### src/rtl/uart_pkg.sv
// Shared types and helpers for the UART core: parity modes, TX/RX FSM states,
// majority-vote sample spacing.
package uart_pkg;

   typedef enum logic [1:0] {
      PAR_NONE = 2'b00,
      PAR_EVEN = 2'b01,
      PAR_ODD  = 2'b10
   } parity_e;

   typedef enum logic [2:0] {
      TX_IDLE,
      TX_START,
      TX_DATA,
      TX_PARITY,
      TX_STOP
   } tx_state_e;

   typedef enum logic [2:0] {
      RX_IDLE,
      RX_START,
      RX_DATA,
      RX_PARITY,
      RX_STOP,
      RX_BREAK
   } rx_state_e;

   // Vote samples sit at mid-bit minus/plus this many ticks.
   localparam int MAJ_OFFSET = 1;

   function automatic parity_e decode_parity(input logic [1:0] cfg);
      case (cfg)
         2'b01:   return PAR_EVEN;
         2'b10:   return PAR_ODD;
         default: return PAR_NONE;
      endcase
   endfunction

   function automatic logic maj3(input logic a, input logic b, input logic c);
      return (a & b) | (a & c) | (b & c);
   endfunction

endpackage

### src/rtl/uart_baud_tick.sv
// Baud tick generator: free-running counter pulsing once every cfg_div+1 clocks.
// Latency: tick asserted combinationally from the counter state, one cycle wide.
// Backpressure: none; runs continuously, wraps on >= so a shrinking divisor cannot lock it up.
module uart_baud_tick #(
   parameter int DIV_WIDTH = 16
) (
   input  logic                 clk,
   input  logic                 rst,
   input  logic [DIV_WIDTH-1:0] cfg_div,
   output logic                 tick
);

   logic [DIV_WIDTH-1:0] cnt;

   assign tick = (cnt >= cfg_div);

   always_ff @(posedge clk or posedge rst) begin
      if (rst) begin
         cnt <= '0;
      end else if (tick) begin
         cnt <= '0;
      end else begin
         cnt <= cnt + 1'b1;
      end
   end

endmodule

### src/rtl/uart_core.sv
// Full-duplex UART: valid/ready byte stream <-> txd/rxd, runtime divisor, parity, 1/2 stop bits.
// Latency: txd start bit the cycle after accept; rx_valid one clock after the stop-bit vote tick.
// Backpressure: tx_ready low for the whole frame; RX holds one frame, later frames dropped and flagged as overrun.
module uart_core
   import uart_pkg::*;
#(
   parameter int DATA_WIDTH  = 8,
   parameter int OVERSAMPLE  = 16,
   parameter int DIV_WIDTH   = 16,
   parameter int SYNC_STAGES = 2
) (
   input  logic                  clk,
   input  logic                  rst,
   input  logic [DIV_WIDTH-1:0]  cfg_div,
   input  logic [1:0]            cfg_parity,
   input  logic                  cfg_stop2,
   input  logic [DATA_WIDTH-1:0] tx_data,
   input  logic                  tx_valid,
   output logic                  tx_ready,
   output logic                  tx_busy,
   output logic                  txd,
   input  logic                  rxd,
   output logic [DATA_WIDTH-1:0] rx_data,
   output logic                  rx_valid,
   input  logic                  rx_ready,
   output logic                  rx_perr,
   output logic                  rx_ferr,
   output logic                  rx_overrun
);

   localparam int TW = $clog2(OVERSAMPLE);
   localparam int BW = $clog2(DATA_WIDTH + 1);
   localparam logic [TW-1:0] T_LAST = TW'(OVERSAMPLE - 1);
   localparam logic [TW-1:0] T_S0   = TW'(OVERSAMPLE / 2 - MAJ_OFFSET);
   localparam logic [TW-1:0] T_S1   = TW'(OVERSAMPLE / 2);
   localparam logic [TW-1:0] T_S2   = TW'(OVERSAMPLE / 2 + MAJ_OFFSET);
   localparam logic [BW-1:0] B_LAST = BW'(DATA_WIDTH - 1);

   logic tick;

   uart_baud_tick #(.DIV_WIDTH(DIV_WIDTH)) u_baud_tick (
      .clk     (clk),
      .rst     (rst),
      .cfg_div (cfg_div),
      .tick    (tick)
   );

   // ---------------- transmitter ----------------
   tx_state_e             tx_state;
   logic [TW-1:0]         tx_tcnt;
   logic [BW-1:0]         tx_bcnt;
   logic [DATA_WIDTH-1:0] tx_shift;
   parity_e               tx_par;
   logic                  tx_stop2;
   logic                  tx_pbit;
   logic                  tx_bit_end;

   assign tx_bit_end = tick && (tx_tcnt == T_LAST);

   always_ff @(posedge clk or posedge rst) begin
      if (rst) begin
         tx_state <= TX_IDLE;
         txd      <= 1'b1;
         tx_ready <= 1'b1;
         tx_busy  <= 1'b0;
         tx_tcnt  <= '0;
         tx_bcnt  <= '0;
         tx_shift <= '0;
         tx_par   <= PAR_NONE;
         tx_stop2 <= 1'b0;
         tx_pbit  <= 1'b0;
      end else begin
         if (tx_state != TX_IDLE && tick) begin
            tx_tcnt <= tx_bit_end ? '0 : tx_tcnt + 1'b1;
         end
         case (tx_state)
            TX_IDLE: begin
               if (tx_valid && tx_ready) begin
                  tx_state <= TX_START;
                  txd      <= 1'b0;
                  tx_ready <= 1'b0;
                  tx_busy  <= 1'b1;
                  tx_tcnt  <= '0;
                  tx_shift <= tx_data;
                  tx_par   <= decode_parity(cfg_parity);
                  tx_stop2 <= cfg_stop2;
                  tx_pbit  <= (decode_parity(cfg_parity) == PAR_ODD) ? ~^tx_data : ^tx_data;
               end
            end
            TX_START: begin
               if (tx_bit_end) begin
                  tx_state <= TX_DATA;
                  txd      <= tx_shift[0];
                  tx_shift <= tx_shift >> 1;
                  tx_bcnt  <= '0;
               end
            end
            TX_DATA: begin
               if (tx_bit_end) begin
                  if (tx_bcnt == B_LAST) begin
                     if (tx_par == PAR_NONE) begin
                        tx_state <= TX_STOP;
                        txd      <= 1'b1;
                     end else begin
                        tx_state <= TX_PARITY;
                        txd      <= tx_pbit;
                     end
                  end else begin
                     txd      <= tx_shift[0];
                     tx_shift <= tx_shift >> 1;
                     tx_bcnt  <= tx_bcnt + 1'b1;
                  end
               end
            end
            TX_PARITY: begin
               if (tx_bit_end) begin
                  tx_state <= TX_STOP;
                  txd      <= 1'b1;
               end
            end
            TX_STOP: begin
               // tx_stop2 doubles as "one more stop bit pending".
               if (tx_bit_end) begin
                  if (tx_stop2) begin
                     tx_stop2 <= 1'b0;
                  end else begin
                     tx_state <= TX_IDLE;
                     tx_ready <= 1'b1;
                     tx_busy  <= 1'b0;
                  end
               end
            end
            default: tx_state <= TX_IDLE;
         endcase
      end
   end

   // ---------------- receiver ----------------
   logic [SYNC_STAGES-1:0] rx_sync;
   logic                   rxd_s;

   always_ff @(posedge clk or posedge rst) begin
      if (rst) begin
         rx_sync <= '1;
      end else begin
         rx_sync <= {rx_sync[SYNC_STAGES-2:0], rxd};
      end
   end

   assign rxd_s = rx_sync[SYNC_STAGES-1];

   rx_state_e             rx_state;
   logic [TW-1:0]         rx_tcnt;
   logic [BW-1:0]         rx_bcnt;
   logic [DATA_WIDTH-1:0] rx_shift;
   parity_e               rx_par;
   logic                  rx_pbit;
   logic                  rx_s0;
   logic                  rx_s1;
   logic                  rx_vote;
   logic                  rx_vote_tick;
   logic                  rx_bit_end;
   logic                  rx_in_frame;
   logic                  rx_deliver;
   logic                  rx_perr_now;
   logic                  rx_hs;

   assign rx_vote      = maj3(rx_s0, rx_s1, rxd_s);
   assign rx_vote_tick = tick && (rx_tcnt == T_S2);
   assign rx_bit_end   = tick && (rx_tcnt == T_LAST);
   assign rx_in_frame  = (rx_state == RX_START) || (rx_state == RX_DATA) ||
                         (rx_state == RX_PARITY) || (rx_state == RX_STOP);
   assign rx_deliver   = (rx_state == RX_STOP) && rx_vote_tick;
   assign rx_hs        = rx_valid && rx_ready;

   always_comb begin
      rx_perr_now = 1'b0;
      case (rx_par)
         PAR_EVEN: rx_perr_now = (rx_pbit != ^rx_shift);
         PAR_ODD:  rx_perr_now = (rx_pbit != ~^rx_shift);
         default:  rx_perr_now = 1'b0;
      endcase
   end

   always_ff @(posedge clk or posedge rst) begin
      if (rst) begin
         rx_state <= RX_IDLE;
         rx_tcnt  <= '0;
         rx_bcnt  <= '0;
         rx_shift <= '0;
         rx_par   <= PAR_NONE;
         rx_pbit  <= 1'b0;
         rx_s0    <= 1'b1;
         rx_s1    <= 1'b1;
      end else begin
         if (rx_in_frame && tick) begin
            rx_tcnt <= rx_bit_end ? '0 : rx_tcnt + 1'b1;
            if (rx_tcnt == T_S0) rx_s0 <= rxd_s;
            if (rx_tcnt == T_S1) rx_s1 <= rxd_s;
         end
         case (rx_state)
            RX_IDLE: begin
               // The detecting tick is tick 0 of the start bit.
               if (tick && !rxd_s) begin
                  rx_state <= RX_START;
                  rx_tcnt  <= TW'(1);
                  rx_par   <= decode_parity(cfg_parity);
               end
            end
            RX_START: begin
               if (rx_vote_tick && rx_vote) begin
                  rx_state <= RX_IDLE;
               end else if (rx_bit_end) begin
                  rx_state <= RX_DATA;
                  rx_bcnt  <= '0;
               end
            end
            RX_DATA: begin
               if (rx_vote_tick) begin
                  rx_shift <= {rx_vote, rx_shift[DATA_WIDTH-1:1]};
               end
               if (rx_bit_end) begin
                  if (rx_bcnt == B_LAST) begin
                     rx_state <= (rx_par == PAR_NONE) ? RX_STOP : RX_PARITY;
                  end else begin
                     rx_bcnt <= rx_bcnt + 1'b1;
                  end
               end
            end
            RX_PARITY: begin
               if (rx_vote_tick) rx_pbit <= rx_vote;
               if (rx_bit_end) rx_state <= RX_STOP;
            end
            RX_STOP: begin
               if (rx_vote_tick) rx_state <= rx_vote ? RX_IDLE : RX_BREAK;
            end
            RX_BREAK: begin
               if (rxd_s) rx_state <= RX_IDLE;
            end
            default: rx_state <= RX_IDLE;
         endcase
      end
   end

   always_ff @(posedge clk or posedge rst) begin
      if (rst) begin
         rx_valid   <= 1'b0;
         rx_data    <= '0;
         rx_perr    <= 1'b0;
         rx_ferr    <= 1'b0;
         rx_overrun <= 1'b0;
      end else begin
         if (rx_hs) begin
            rx_valid   <= 1'b0;
            rx_overrun <= 1'b0;
         end
         if (rx_deliver) begin
            if (!rx_valid || rx_hs) begin
               rx_valid <= 1'b1;
               rx_data  <= rx_shift;
               rx_perr  <= rx_perr_now;
               rx_ferr  <= !rx_vote;
            end else begin
               rx_overrun <= 1'b1;
            end
         end
      end
   end

endmodule

### config.mk
export PLATFORM = sky130hd
export DESIGN_NAME = uart_core
export DESIGN_NICKNAME = d
export VERILOG_FILES = /design/src/rtl/uart_pkg.sv /design/src/rtl/uart_baud_tick.sv /design/src/rtl/uart_core.sv
export SDC_FILE = /design/constraint.sdc
export NUM_CORES = 1
export LEC_CHECK = 0
export CAP_MARGIN = 0
export CORE_UTILIZATION = 51
export CTS_CLUSTER_SIZE = 28
export DETAILED_ROUTE_END_ITERATION = 16
export DONT_BUFFER_PORTS = 1
export PLACE_DENSITY_LB_ADDON = 0.05
export SYNTH_ARGS = -nofsm -noshare
export SYNTH_HDL_FRONTEND = slang
export SYNTH_SLANG_ARGS = --single-unit
### constraint.sdc
create_clock -name clk -period 5.5 [get_ports clk]
set_input_delay 0.55 -clock clk [delete_from_list [all_inputs] [get_ports clk]]
set_output_delay 0.55 -clock clk [all_outputs]
set_load 0.01 [all_outputs]
==> impl_results.md <==
- Status: finished with violations
- Failing checks: design-rule violations
- Mean Syn Cell Area: around 9.8 um^2
- Wirelength, routed: 9.63 mm
- Starting Density: 0.534
- Syn Nets: 537
- Max-cap violations: 0
- CP Capture Type: flop
- # IOs: 47
- Routed vias/inst: a little under 6
- Final Max Tran Viols: 0
- Setup TNS: 0 ns
- Min Tclk post-route: 3.33 ns
- CP cell instances: ha_1 -> a21oi_1 -> o21ai_0 -> a221oi_1 -> and3_1 -> o31ai_4 -> mux2_2
- Final setup violation count: 0
- Hold Crit Class: input pin to flop
- Crit Path Max Fanout: 27
- Worst-skew pair later-pin latency: 0.36 ns
- Power per cell area: 313 nW/um^2
- HPWL after DPL: 6.68 mm
- CTS sink cnt: 80
- Depth of the worst register-to-register path: 7
- Layout Cells excl Fill: 587
- DRC Markers: 3
- Min-delay src: rxd
- Overall Global Routing Usage: 0.219
- Worst clock skew: 0.0168 ns
- FP Rows: 34
- Cell total after placement: 571
- Final nets: 531
- Most frequent cell after synthesis: dfrtp_1
- First-pass GRT wire length: 17.0 mm
- Die Span Y: 98.2 um
- Post-synth EDFFs: 0
- Async set-reset flop share out of synthesis: 1.00
- Via count: 3,477
- Fill count: 797
- # diodes: 0
- Worst R2R Setup Slack: 2.17 ns
- Postcts setup bufs: 0
- Post-cts sizing count: 0
- Final hold vios: 0
- Antenna viol nets, final: 0
- Max_slew headroom: 0.258
- Dominant cells by area after synthesis: dfrtp_1 39%, mux2_2 8.6%, ha_1 6.6%
- GRT overflow: 0
- CP arrival: ~3.6 ns
- Unrepaired setup endpoints after global routing: no
- Util after Layout: 0.569
- WP data required: 5.74 ns
- Placer Congestion: 0.841
- Critical R2R Capture: tx_shift[3]
- CTS clock-pin slew for the worst setup and hold paths: 0.09 ns
- Slew @ Worst Pin: 1.11 ns
- Synth warn: 0
- Top-area cell type share of the netlist area: 0.392
- Synth-to-Final Area Change: 6.57%
- Initial antenna violation count: 0
- Die width: 98.2 um
- Largest net degree at the start of global routing: 81
- Sequential share of the synthesized area: 0.425
- CP max stage delay: between 1 and 1.5 ns
- Ys flop type: dfrtp_1
- DRT iter0 DRCs: 168
- Clock root cell: clkbuf_8
- Lkg Pwr: 2.26 nW
- Fraction of layout cells with a size suffix above 1: 0.148
- Post-CTS Hold Buffers: 0
- Die area: 9650 um^2
- Worst vdd ir: 135 uV
- Core ar.: between 8000 and 9000 um^2
- Worst hold path depth: 0
- Fmax: approximately 300 MHz
- Maximum clock path buffer count: 2
- #FFs+latches synth: 80
- Unique cell type count in the Yosys netlist: 58
- Pre-Repair DR Iteration Count: 10
- Wirelength per Cell: ~16 um
- Synth cell count leaders: 74 x dfrtp_1, 42 x nor2_1, 36 x mux2_2
- Yosys top cell by area: dfrtp_1
- Max H-tree Level: 3
- TritonCTS clock tree: yes
- CP max-delay cell: and3_1
- Hold Path End: rx_sync[0]
- WS Path Type: flop to flop
- Post-Synthesis Cells: 480
- Vias in the first global route: roughly 3,600
- Number of buffers created by CTS: 9
- Buffers on Ports: 0
- Synth Cell Area: 4720 um^2
- Launch point of the worst reg-to-reg path: u_baud_tick.cnt[7]
- Critical Path Start Type: flop
- Final period util: 0.606
[worst max-delay path: cells and delay by family, from the launching register on]
family | cells | cell delay, ns
mux | 1 | 0.33
simple gates | 1 | 1.02
fa+ha+maj | 1 | 0.31
compound gates | 4 | 1.09
flops | 1 | 0.46
[where the power goes]
part	internal [mW]	switching, mW	leakage, nW
sequential	0.645	0.0776	1.03
clock	0.308	0.240	0.122
combinational	0.130	0.175	1.11
[sequential cells by signal, summed over array words and instances, names as in the netlist, 2 cells and up]
name and flops:
tx_state 3, rx_state 3, tx_bcnt 4, rx_bcnt 4, rx_sync 2, rx_shift 8
rx_par 2, tx_shift 8, rx_tcnt 4, rx_data 8, tx_par 2, tx_tcnt 4
u_baud_tick.cnt 16
[final cells by class]
class                      instances  area [um^2]  share of cell area
clock inverter                     7          126              0.0251
clock buffer                       9          124              0.0246
timing repair buffer               2         15.0             0.00298
multi-input combinational        348         2500               0.496
inverter                          33          125              0.0249
sequential                        80         2010               0.399
tap                              108          135              0.0268
[placed cells by master, fill, tap and decap left out, types with 4 or more instances in the layout]
cell type | synthesis | routed
and3_1 | 6 | 6
o22ai_1 | 4 | 4
mux2_2 | 36 | 36
nor2_1 | 42 | 42
o21ai_0 | 14 | 14
mux2i_1 | 4 | 4
dfstp_2 | 6 | 6
o41ai_1 | 6 | 6
nand2b_1 | 5 | 5
nand3b_1 | 5 | 5
a21oi_1 | 17 | 17
ha_1 | 25 | 25
nand4_1 | 9 | 9
dfrtp_1 | 74 | 74
a41oi_1 | 5 | 5
o211ai_1 | 4 | 4
xnor2_1 | 23 | 23
nand2_1 | 34 | 34
nor3_1 | 9 | 9
o31ai_1 | 5 | 5
a31oi_1 | 8 | 8
inv_1 | 33 | 32
nor2b_1 | 7 | 7
xor2_1 | 8 | 8
nand3_1 | 26 | 26
clkbuf_8 | 0 | 9
[through the flow]
step | cell area [um^2] | worst slack, ns | power (mW) | hold WS (ns)
floorplan | 4720 | 2.91 | 0.964 | 0.345
global placement | 4780 | 2.12 | 1.02 | 0.348
detailed placement | 4780 | 1.99 | 1.04 | 0.347
CTS | 5030 | 2.17 | 1.59 | 0.177
global route | 5030 | 1.89 | 1.67 | 0.171
finish | 5030 | 2.17 | 1.58 | 0.192
[layer usage]
metal / share of wire / routed length [um] / vias to the layer above / track usage
met3: 0.033 / 314 / 9 / 0.0322
met2: 0.47 / 4530 / 76 / 0.360
met4: 0.0096 / 92 / 0 / 0.0689
met5: 0 / 0 / - / 0
met1: 0.49 / 4690 / 1685 / 0.300
li1: - / - / 1707 / -
[worst max path at each step]
stage / startpoint / to / slack [ns]
final: u_baud_tick.cnt[7] / tx_shift[3] / 2.17
after global routing: u_baud_tick.cnt[7] / tx_shift[3] / 1.89
after CTS: u_baud_tick.cnt[7] / tx_shift[3] / 2.17
after detailed placement: cfg_div[14] / tx_shift[5] / 1.99
after global placement: cfg_div[14] / tx_shift[3] / 2.12
after floorplan: rst / rx_bcnt[0] / 2.91
[cells by family after synthesis]
| group | count (synthesis) | synth area share |
|---|---|---|
| buffers and inverters | 52 | 0.0456 |
| AND/OR/NAND/NOR | 164 | 0.178 |
| AO/OA/AOI/OAI | 87 | 0.131 |
| adder cells (fa/ha/maj) | 26 | 0.0683 |
| XOR/XNOR | 31 | 0.0575 |
| multiplexers | 40 | 0.0943 |
| flip-flops | 80 | 0.425 |
Power figures use the tool's default switching activity.
